$ cat src/rtl/clock_divider_multi_pkg.sv
// Shared types and defaults for the multi-channel clock divider.
package clock_divider_pkg;

  localparam int DEF_DIV_DFLT = 2;

  typedef enum logic [1:0] {
    IDLE   = 2'd0,
    RUN    = 2'd1,
    BYPASS = 2'd2
  } ch_state_e;

  // Channel-select width; a single channel still gets a 1-bit select.
  function automatic int ch_w(input int n);
    return (n > 1) ? $clog2(n) : 1;
  endfunction

endpackage

$ cat src/rtl/clock_divider_multi_if.sv
// Divisor-write bus: valid/ready handshake carrying channel and divisor.
interface clock_divider_multi_if #(
  parameter int NCH   = 4,
  parameter int WIDTH = 16
);
  localparam int CHW = clock_divider_pkg::ch_w(NCH);

  logic             cfg_valid;
  logic [CHW-1:0]   cfg_ch;
  logic [WIDTH-1:0] cfg_div;
  logic             cfg_ready;

  modport master (output cfg_valid, cfg_ch, cfg_div, input cfg_ready);
  modport slave  (input cfg_valid, cfg_ch, cfg_div, output cfg_ready);
endinterface

$ cat src/rtl/clock_divider_multi_channel.sv
// One divider channel: active/pending divisor, period counter, IDLE/RUN/BYPASS FSM
// and falling-edge bypass gate so clk_in can be passed through without glitches.
module clock_divider_channel
  import clock_divider_pkg::*;
#(
  parameter int WIDTH   = 16,
  parameter int DEF_DIV = DEF_DIV_DFLT
) (
  input  logic             clk_in,
  input  logic             rst,
  input  logic             i_en,
  input  logic             i_wr,
  input  logic [WIDTH-1:0] i_div,
  output logic             o_pend,
  output logic             o_clk,
  output logic             o_tick
);

  ch_state_e        r_state, w_state_nxt;
  logic [WIDTH-1:0] r_d, w_d_nxt;
  logic [WIDTH-1:0] r_p, w_p_nxt;
  logic [WIDTH-1:0] r_cnt, w_cnt_nxt;
  logic             r_pend, w_pend_nxt;
  logic             r_out, w_out_nxt;
  logic             r_byp;

  logic [WIDTH-1:0] w_last, w_eff, w_cnt_inc, w_hi_len;
  logic             w_at_last, w_bound;

  assign w_last    = r_d - WIDTH'(1);
  assign w_at_last = (r_cnt == w_last);
  assign w_eff     = r_pend ? r_p : r_d;
  assign w_cnt_inc = r_cnt + WIDTH'(1);
  assign w_hi_len  = r_d - (r_d >> 1);
  // IDLE and BYPASS are one-cycle periods, so every edge is a boundary there.
  assign w_bound   = (r_state != RUN) || w_at_last;

  always_ff @(posedge clk_in or posedge rst) begin
    if (rst) begin
      r_state <= IDLE;
      r_d     <= WIDTH'(DEF_DIV);
      r_p     <= '0;
      r_pend  <= 1'b0;
      r_cnt   <= '0;
      r_out   <= 1'b0;
    end else begin
      r_state <= w_state_nxt;
      r_d     <= w_d_nxt;
      r_p     <= w_p_nxt;
      r_pend  <= w_pend_nxt;
      r_cnt   <= w_cnt_nxt;
      r_out   <= w_out_nxt;
    end
  end

  always_comb begin
    w_state_nxt = r_state;
    w_d_nxt     = r_d;
    w_p_nxt     = r_p;
    w_pend_nxt  = r_pend;
    w_cnt_nxt   = r_cnt;
    w_out_nxt   = r_out;

    if (w_bound && r_pend) begin
      w_d_nxt    = r_p;
      w_pend_nxt = 1'b0;
    end
    // Writes are only offered while nothing is pending, so this never races the copy above.
    if (i_wr && !r_pend) begin
      w_p_nxt    = i_div;
      w_pend_nxt = 1'b1;
    end

    case (r_state)
      IDLE, BYPASS: begin
        w_cnt_nxt = '0;
        w_out_nxt = 1'b0;
        if (!i_en) begin
          w_state_nxt = IDLE;
        end else if (w_eff > WIDTH'(1)) begin
          w_state_nxt = RUN;
          w_out_nxt   = 1'b1;
        end else begin
          w_state_nxt = BYPASS;
        end
      end
      RUN: begin
        if (w_at_last) begin
          w_cnt_nxt = '0;
          if (!i_en) begin
            w_state_nxt = IDLE;
            w_out_nxt   = 1'b0;
          end else if (w_eff < WIDTH'(2)) begin
            w_state_nxt = BYPASS;
            w_out_nxt   = 1'b0;
          end else begin
            w_out_nxt   = 1'b1;
          end
        end else begin
          w_cnt_nxt = w_cnt_inc;
          w_out_nxt = (w_cnt_inc < w_hi_len);
        end
      end
      default: begin
        w_state_nxt = IDLE;
        w_cnt_nxt   = '0;
        w_out_nxt   = 1'b0;
      end
    endcase
  end

  // Sampled while clk_in is low so the AND gate below only opens/closes in the low phase.
  always_ff @(negedge clk_in or posedge rst) begin
    if (rst) r_byp <= 1'b0;
    else     r_byp <= (r_state == BYPASS);
  end

  assign o_clk  = r_out | (clk_in & r_byp);
  assign o_tick = (r_state == RUN) && w_at_last;
  assign o_pend = r_pend;

endmodule

$ cat src/rtl/clock_divider_multi.sv
// NCH independent clock dividers sharing one divisor-write port.
module clock_divider_multi
  import clock_divider_pkg::*;
#(
  parameter int NCH     = 4,
  parameter int WIDTH   = 16,
  parameter int DEF_DIV = DEF_DIV_DFLT
) (
  input  logic                  clk_in,
  input  logic                  rst,
  input  logic [NCH-1:0]        en,
  clock_divider_multi_if.slave  cfg,
  output logic [NCH-1:0]        clk_out,
  output logic [NCH-1:0]        tick
);

  localparam int CHW = ch_w(NCH);

  logic [NCH-1:0] w_pend;
  logic [NCH-1:0] w_wr;

  // Out-of-range selects match no channel and leave ready low.
  always_comb begin
    cfg.cfg_ready = 1'b0;
    for (int c = 0; c < NCH; c++) begin
      if (cfg.cfg_ch == CHW'(c)) cfg.cfg_ready = ~w_pend[c];
    end
  end

  always_comb begin
    w_wr = '0;
    for (int c = 0; c < NCH; c++) begin
      w_wr[c] = cfg.cfg_valid && cfg.cfg_ready && (cfg.cfg_ch == CHW'(c));
    end
  end

  for (genvar g = 0; g < NCH; g++) begin : g_ch
    clock_divider_channel #(
      .WIDTH   (WIDTH),
      .DEF_DIV (DEF_DIV)
    ) u_ch (
      .clk_in (clk_in),
      .rst    (rst),
      .i_en   (en[g]),
      .i_wr   (w_wr[g]),
      .i_div  (cfg.cfg_div),
      .o_pend (w_pend[g]),
      .o_clk  (clk_out[g]),
      .o_tick (tick[g])
    );
  end

endmodule

$ cat src/flat_wrapper.sv
// flat-port wrapper written by rule: the top's interface ports become plain ports
module clock_divider_multi_flat import clock_divider_pkg::*;
#(
  parameter int NCH     = 4,
  parameter int WIDTH   = 16,
  parameter int DEF_DIV = DEF_DIV_DFLT
)
  (clk_in, rst, en, clk_out, tick, cfg_cfg_valid, cfg_cfg_ch, cfg_cfg_div, cfg_cfg_ready);
  clock_divider_multi_if #(.NCH(NCH), .WIDTH(WIDTH)) cfg_i ();
  input  logic clk_in;
  input  logic rst;
  input  logic [NCH-1:0] en;
  output logic [NCH-1:0] clk_out;
  output logic [NCH-1:0] tick;
  input wire logic [$bits(cfg_i.cfg_valid)-1:0] cfg_cfg_valid;
  input wire logic [$bits(cfg_i.cfg_ch)-1:0] cfg_cfg_ch;
  input wire logic [$bits(cfg_i.cfg_div)-1:0] cfg_cfg_div;
  output wire logic [$bits(cfg_i.cfg_ready)-1:0] cfg_cfg_ready;
  assign cfg_i.cfg_valid = cfg_cfg_valid;
  assign cfg_i.cfg_ch = cfg_cfg_ch;
  assign cfg_i.cfg_div = cfg_cfg_div;
  assign cfg_cfg_ready = cfg_i.cfg_ready;
  clock_divider_multi #(.NCH(NCH), .WIDTH(WIDTH), .DEF_DIV(DEF_DIV)) u_core (.clk_in(clk_in), .rst(rst), .en(en), .cfg(cfg_i), .clk_out(clk_out), .tick(tick));
endmodule
$ cat config.mk
export PLATFORM = sky130hd
export DESIGN_NAME = clock_divider_multi_flat
export DESIGN_NICKNAME = d
export VERILOG_FILES = /design/src/rtl/clock_divider_multi_pkg.sv /design/src/rtl/clock_divider_multi_if.sv /design/src/rtl/clock_divider_multi_channel.sv /design/src/rtl/clock_divider_multi.sv /design/src/flat_wrapper.sv
export SDC_FILE = /design/constraint.sdc
export NUM_CORES = 1
export LEC_CHECK = 0
export ABC_AREA = 1
export CAP_MARGIN = 20
export CORE_ASPECT_RATIO = 1.25
export CORE_UTILIZATION = 30
export CTS_BUF_LIST = sky130_fd_sc_hd__clkbuf_4 sky130_fd_sc_hd__clkbuf_8
export DETAILED_ROUTE_END_ITERATION = 12
export PLACE_DENSITY = 0.42
export SYNTH_ARGS = -nofsm -noshare
export SYNTH_HDL_FRONTEND = slang
export SYNTH_SLANG_ARGS = --single-unit
$ cat constraint.sdc
create_clock -name clk_in -period 7.3 [get_ports clk_in]
set_input_delay 1.095 -clock clk_in [delete_from_list [all_inputs] [get_ports clk_in]]
set_output_delay 1.095 -clock clk_in [all_outputs]
set_load 0.1 [all_outputs]
## Word-level counts from Yosys, hierarchy flattened

Cells that the tools add are included.

| word-level totals | value |
|---|---|
| register bits after elaboration | 212 |
| latch bits | 0 |
| RAM bits | 0 |
| bits in read-only memories | 0 |
| input bits | 25 |
| output and inout port bits | 9 |
| word-level logic and storage cells | 205 |
| memories | 0 |

| operators by class | value |
|---|---|
| add/sub/neg operators | 12 |
| multipliers | 0 |
| div/mod/pow operators | 0 |
| magnitude comparators | 12 |
| equal/unequal tests | 27 |
| shift operators | 0 |
| mux-type cells | 72 |
| bitwise gates (word level) | 12 |
| reductions and logical operators | 42 |

Operator list:

| kind | count |
|---|---|
| 16-bit 2-to-1 mux | 12 |
| 16-bit by 1-bit adder with 16-bit output (second input constant) | 4 |
| 16-bit == test | 4 |
| 16-bit by 1-bit > comparator with 1-bit output (second input constant) | 4 |
| 16-bit < comparator | 4 |
| 16-bit by 2-bit < comparator with 1-bit output (second input constant) | 4 |
| 16-bit by 1-bit subtractor with 16-bit output (second input constant) | 4 |
| 16-bit by 15-bit subtractor with 16-bit output | 4 |
| 2-bit 2-to-1 mux | 20 |
| 1-bit 2-to-1 mux | 32 |
| 1-bit logical AND | 17 |
| 2-bit case mux with 2 select lines | 4 |
| 2-bit == test (second input constant) | 6 |
| 3-bit != test (second input constant) | 4 |
| 2-bit by 1-bit == test with 1-bit output (second input constant) | 5 |
| 2-bit zero test | 5 |
| 2-bit by 1-bit != test with 1-bit output (second input constant) | 4 |
| 2-bit != test (second input constant) | 4 |
| 1-bit case mux with 2 select lines | 4 |
| 2-bit AND reduction | 4 |
| 2-bit nonzero test | 4 |
| 2-bit OR reduction | 4 |
| 1-bit AND | 4 |
| 1-bit zero test | 4 |
| 3 further kinds | 12 |

## Longest topological paths before layout

Gate-level depths: netlist of the first run.

| logic depth | value |
|---|---|
| depth in word-level cells | 9 |
| mapped depth | 24 |
| depth with buffers taken out | 24 |

## Modules after synthesis

Synthesis of the first run repeated with hierarchy kept, for this count alone.

| unflattened totals | value |
|---|---|
| cell total of the unflattened synthesis | 2,247 |
| area total of the unflattened synthesis | 17,250.3 sq um |

By module, submodules not included:

| module | instances | cells an instance | area each (sq um) | sequential area each (sq um) |
|---|---|---|---|---|
| clock_divider_channel (u_core.g_ch[0].u_ch ...) | 2 | 560 | 4,300.4 | 1,327.5 |
| clock_divider_channel (u_core.g_ch[1].u_ch) | 1 | 558 | 4,286.6 | 1,327.5 |
| clock_divider_channel (u_core.g_ch[3].u_ch) | 1 | 550 | 4,280.4 | 1,327.5 |
| clock_divider_multi | 1 | 19 | 82.6 | 0.0 |

==> flow_metrics.tcl, run 1 <==
set metrics [dict create \
    cts_tree "built" \
    grt_max_degree 142 \
    yosysWarnings 0 \
    finalPower_mw 2.662 \
    fp-row-count 97 \
    cts_resized 0 \
    tns_ps 0 \
    die_w_um 215.5 \
    clk-insertion-delay-late_ps 730 \
    layout-drive-gt1-share_pct 4.965 \
    drc 0 \
    register_area_mm2 0.005310 \
    ys_ff_latch 212 \
    finalSetupViolCount 0 \
    r2r-start "u_core.g_ch[2].u_ch.r_state[1]$_DFFE_PP0P_" \
    start_kind "flip-flop" \
    slew_headroom_pct 34.70 \
    num_vias 14830 \
    worstPathRequired_ps 6200 \
    post_cts_buffers 0 \
    postRouteWirelength_mm 49.16 \
    path_cells "a21o_1 -> clkdlybuf4s50_1" \
    multiInputGateArea_mm2 0.01016 \
    synth.distinct_cells 43 \
    final_cell_mix "583 x nand2_1, 362 x inv_1, 204 x dfrtp_1" \
    hold_path.class "reg -> reg" \
    die_area_mm2 0.05796 \
    synth_flop_cell "dfrtp_1" \
    drt-vias-per-instance 4.694 \
    hold_path_depth 2 \
    r2r_slack_ps 2940 \
    final.setup_skew_ps 35.58 \
    avgSynthCellArea_um2 7.294 \
    rsz0062_at_grt "no" \
    drtIter0Drc 685 \
    synth_area_leader_cell "dfrtp_1" \
    p_per_area_mw_per_mm2 139.5 \
    status "finished, final reports clean" \
    drtPass1Iterations 5 \
    hpwl_mm 38.01 \
    clk_pin_slew_ps 60 \
    area_growth_pct 11.59 \
    fin_hold_ws_ps 486.5 \
    crit_fanout 1 \
    slowest_delay_ps 1120 \
    grt_pass1_wl_mm 78.74 \
    n_fill_cell 6097 \
    layout_commonest_cell "nand2_1" \
    worst_pin_slew_ps 976.5 \
    core_area_mm2 0.05619 \
    initial_utilization_pct 30.43 \
    p_leak_nw 10.07 \
    synthArstFlopShare_pct 100.0 \
    critical_path_arrival_ps 5970 \
    holdPathEnd "u_core.g_ch[1].u_ch.r_p[0]$_DFFE_PP0P_" \
    synth_top_area_share_pct 29.86 \
    maxSlewViolCount 0 \
    post_drt_wl_per_cell_um 15.56 \
    fin_util_pct 33.95 \
    hold_viol_final 0 \
    crit_slowest_cell "clkdlybuf4s50_1" \
    antennaDiodeCount 0 \
    grtUsageTotal_pct 17.29 \
    antenna_found_initial 1 \
    syn-instance-count 2344 \
    first_global_vias 14760 \
    hold_path_startpoint "u_core.g_ch[1].u_ch.r_p[0]$_DFFE_PP0P_" \
    layout.nets 2610 \
    syn_area_mm2 0.01710 \
    timing.max_cap.violations 0 \
    endpoint_kind "primary output" \
    fp.dieH_um 268.9 \
    rr_endpoint "u_core.g_ch[2].u_ch.r_byp$_DFF_NP0_" \
    numPortBuffers 33 \
    synth_edf_count 0 \
    cts_hold_buf 0 \
    synth_nets 2569 \
    crit_type "reg -> out" \
    ant_nets 0 \
    ir_drop_v 0.0001119 \
    overflow 0 \
    num_io_pins 34 \
    synth.top_cells.by_area "dfrtp_1 30%, ha_1 14%, nand2_1 13%" \
    gp_congestion 0.8842 \
    synth-seq-area-share_pct 31.06 \
    reg2reg_depth 2 \
]
==> kinds of logic after synthesis <==
family          Yosys count  share of synthesized area [%]
flops                   212                          31.06
buf+inv                 407                          9.513
xor+xnor                147                          7.530
simple gates           1113                          28.72
compound gates          265                          8.372
fa+ha+maj               200                          14.81
==> worst max-delay path by stage <==
stage,cells past startpoint,start,slack [ps],endpoint
floorplan,1,rst,-70,u_core.g_ch[0].u_ch.r_byp$_DFF_NP0_
global placement,2,u_core.g_ch[3].u_ch.r_byp$_DFF_NP0_,970,clk_out[3]
detailed placement,2,u_core.g_ch[0].u_ch.r_byp$_DFF_NP0_,960,clk_out[0]
CTS,2,u_core.g_ch[2].u_ch.r_byp$_DFF_NP0_,180,clk_out[2]
global route,2,u_core.g_ch[2].u_ch.r_byp$_DFF_NP0_,160,clk_out[2]
finish,2,u_core.g_ch[0].u_ch.r_byp$_DFF_NP0_,240,clk_out[0]
==> worst max-delay path, delay by kind of cell, from the launching register on <==
| family | cells | cell delay [ps] |
|---|---|---|
| flops | 1 | 400 |
| compound gates | 1 | 110 |
| buf+inv | 1 | 1120 |
==> cell type report <==
| type | count | area share, % |
|---|---|---|
| multi-input combinational | 1725 | 53.26 |
| sequential | 212 | 27.83 |
| inverter | 363 | 7.161 |
| tap | 742 | 4.866 |
| clock buffer | 70 | 4.610 |
| timing repair buffer | 33 | 1.744 |
| clock inverter | 14 | 0.5312 |
==> metrics by stage <==
step / cell area [um2] / cells / worst slack, ps
finish: 19080 / 3159 / 239.5
global route: 19080 / 3159 / 164.6
CTS: 19080 / 3159 / 179.6
detailed placement: 18140 / 3079 / 961.5
global placement: 18140 / 3079 / 968.5
floorplan: 17100 / 2344 / -68.09
==> power by group <==
group | internal (mW) | leakage (nW) | total [mW] | switching [mW]
Sequential | 1.18 | 2.84 | 1.19 | 0.00757
Combinational | 0.0230 | 6.67 | 0.0794 | 0.0564
Clock | 0.776 | 0.566 | 1.39 | 0.614
Total | 1.98 | 10.1 | 2.66 | 0.678
==> flip-flops by register name (all words and copies together) (netlist names) <==
register,flops
u_core.g_ch.u_ch.r_cnt,64
u_core.g_ch.u_ch.r_d,64
u_core.g_ch.u_ch.r_p,64
u_core.g_ch.u_ch.r_state,8
u_core.g_ch.u_ch.o_pend,4
u_core.g_ch.u_ch.r_byp,4
u_core.g_ch.u_ch.r_out,4
==> metal layers <==
layer / track usage [%] / vias to the layer above / wire length (um)
li1: - / 7647 / -
met1: 20.47 / 6894 / 21530
met2: 31.16 / 199 / 24530
met3: 2.798 / 85 / 1596
met4: 6.671 / 2 / 1493
met5: 0 / - / 13
==> Yosys cell counts, types with 28 or more instances <==
master	n
inv_1	363
xnor2_1	40
nor4_1	39
a21oi_1	104
nand4_1	58
o21ai_0	117
nand3_1	195
xor2_1	107
nor2_1	168
nor3_1	28
ha_1	196
dfrtp_1	204
nand2_1	583
Power figures use the tool's default switching activity.
==> run 2: changes to the inputs <==
Settings changed: CTS_CLUSTER_DIAMETER from default to 30.
==> run 2 against run 1 <==
Against the previous run: routed wire length about the same; die area unchanged; clock skew up 15 ps; core utilization up 0.89 points; critical path type unchanged.
==> flow_metrics.tcl, run 2 (same netlist as run 1, synthesis figures left out) <==
set metrics [dict create \
    hold_path.class "reg -> reg" \
    placed_area_mm2 0.01814 \
    core_area_mm2 0.05619 \
    area_growth_pct 14.50 \
    numPortBuffers 33 \
    cts_resized 0 \
    hold_viol_final 0 \
    layout.nets 2623 \
    hpwl_mm 38.01 \
    wl_met1_mm 21.41 \
    wl_met2_mm 24.10 \
    num_vias 14910 \
    slowest_delay_ps 1120 \
    final_area_mm2 0.01958 \
    post_cts_buffers 0 \
    n_fill_cell 6045 \
    overflow 0 \
    layout-drive-gt1-share_pct 6.053 \
    slew_headroom_pct 34.32 \
    hold_path_startpoint "u_core.g_ch[1].u_ch.r_p[0]$_DFFE_PP0P_" \
    drtPass1Iterations 5 \
    drc 0 \
    cts_hold_buf 0 \
    first_global_vias 14850 \
    crit_slowest_cell "clkdlybuf4s50_1" \
    crit_type "reg -> out" \
    clk-insertion-delay-late_ps 750 \
    maxSlewViolCount 0 \
    rr_endpoint "u_core.g_ch[0].u_ch.r_byp$_DFF_NP0_" \
    fp-row-count 97 \
    final_cell_mix "583 x nand2_1, 362 x inv_1, 204 x dfrtp_1" \
    holdPathEnd "u_core.g_ch[1].u_ch.r_d[0]$_DFFE_PP0P_" \
    drt-vias-per-instance 4.679 \
    post_drt_wl_per_cell_um 15.41 \
    r2r_slack_ps 2930 \
    reg2reg_depth 2 \
    p_per_area_mw_per_mm2 165.1 \
    gp_congestion 0.8842 \
    crit_fanout 1 \
    finalSetupViolCount 0 \
    fp.dieH_um 268.9 \
    rsz0062_at_grt "no" \
    met3_length_mm 1.844 \
    antennaDiodeCount 0 \
    drtIter0Drc 728 \
    num_io_pins 34 \
    cts_tree "built" \
    antenna_found_initial 2 \
    p_leak_nw 10.28 \
    die_area_mm2 0.05796 \
    worst_pin_slew_ps 982.1 \
    timing.max_cap.violations 0 \
    finalPower_mw 3.232 \
    initial_utilization_pct 30.43 \
    grt_pass1_wl_mm 78.92 \
    critical_path_arrival_ps 5990 \
    status "finished, final reports clean" \
    endpoint_kind "primary output" \
    ir_drop_v 0.0001278 \
    hold_path_depth 2 \
    r2r-start "u_core.g_ch[0].u_ch.r_state[1]$_DFFE_PP0P_" \
    path_cells "a21o_1 -> clkdlybuf4s50_1" \
    grt_max_degree 142 \
    layout_commonest_cell "nand2_1" \
    clk_pin_slew_ps 50 \
    postRouteWirelength_mm 49.13 \
    ant_nets 0 \
    final.setup_skew_ps 50.18 \
    reg_top3 "u_core.g_ch.u_ch.r_cnt x64, u_core.g_ch.u_ch.r_d x64, u_core.g_ch.u_ch.r_p x64" \
    die_w_um 215.5 \
    grtUsageTotal_pct 17.33 \
    worstPathRequired_ps 6200 \
    top_layer_used "met5" \
    start_kind "flip-flop" \
]
[run 2: changes by cell type in the layout (fill, tap and decap cells not counted), sizes merged]
| cell | delta |
|---|---|
| bufinv | +8 |
| clkbuf | +11 |
| clkinv | +2 |
| clkinvlp | +8 |
| inv | -1 |
[run 2: power breakdown]
part	leakage [nW]	total [mW]	switching (mW)	internal [mW]
Combinational	6.67	0.0791	0.0561	0.0230
Clock	0.772	1.96	0.726	1.23
Sequential	2.84	1.19	0.00750	1.19
[run 2: final cells by class]
type                            count  area [um2]  share of cell area, %
Inverter                          363        1366                  6.979
Clock inverter                     31       429.2                  2.192
Clock buffer                       81        1050                  5.362
Tap cell                          742       928.4                  4.742
Timing Repair Buffer               33       332.8                  1.700
Multi-Input combinational cell   1725       10160                  51.90
Sequential cell                   212        5310                  27.12
[run 2: metrics by stage]
| stage | instances | hold slack, ps | setup TNS [ps] | setup WS (ps) | utilization, % |
|---|---|---|---|---|---|
| 2_1_floorplan | 2344 | 453.7 | -272.4 | -68.09 | - |
| 3_3_place_gp | 3079 | 468.4 | 0 | 968.5 | 32.28 |
| 3_5_place_dp | 3079 | 475.9 | 0 | 961.5 | 32.28 |
| 4_1_cts | 3187 | 489.1 | 0 | 159.8 | 34.84 |
| 5_1_grt | 3187 | 535.4 | 0 | 133.6 | 34.84 |
| 6_report | 3187 | 486.9 | 0 | 212.9 | 34.84 |
[run 2: how the worst max path moves through the flow]
| stage | endpoint | from | slack, ps | depth (start not counted) |
|---|---|---|---|---|
| after floorplan | u_core.g_ch[0].u_ch.r_byp$_DFF_NP0_ | rst | -70 | 1 |
| after global placement | clk_out[3] | u_core.g_ch[3].u_ch.r_byp$_DFF_NP0_ | 970 | 2 |
| after detailed placement | clk_out[0] | u_core.g_ch[0].u_ch.r_byp$_DFF_NP0_ | 960 | 2 |
| after CTS | clk_out[0] | u_core.g_ch[0].u_ch.r_byp$_DFF_NP0_ | 160 | 2 |
| after global routing | clk_out[2] | u_core.g_ch[2].u_ch.r_byp$_DFF_NP0_ | 130 | 2 |
| final | clk_out[0] | u_core.g_ch[0].u_ch.r_byp$_DFF_NP0_ | 210 | 2 |
[run 2: worst max-delay path: cells and delay by family, from the launching register on]
| family | cells | cell delay [ps] |
|---|---|---|
| flops | 1 | 400 |
| buf+inv | 1 | 1120 |
| compound gates | 1 | 110 |
[run 2: metal layers]
metal  track usage, %  vias to the layer above
li1                 -                     7691
met1            20.30                     6887
met2            30.66                      220
met3            3.407                      111
met4            7.533                        4
met5                0                        -
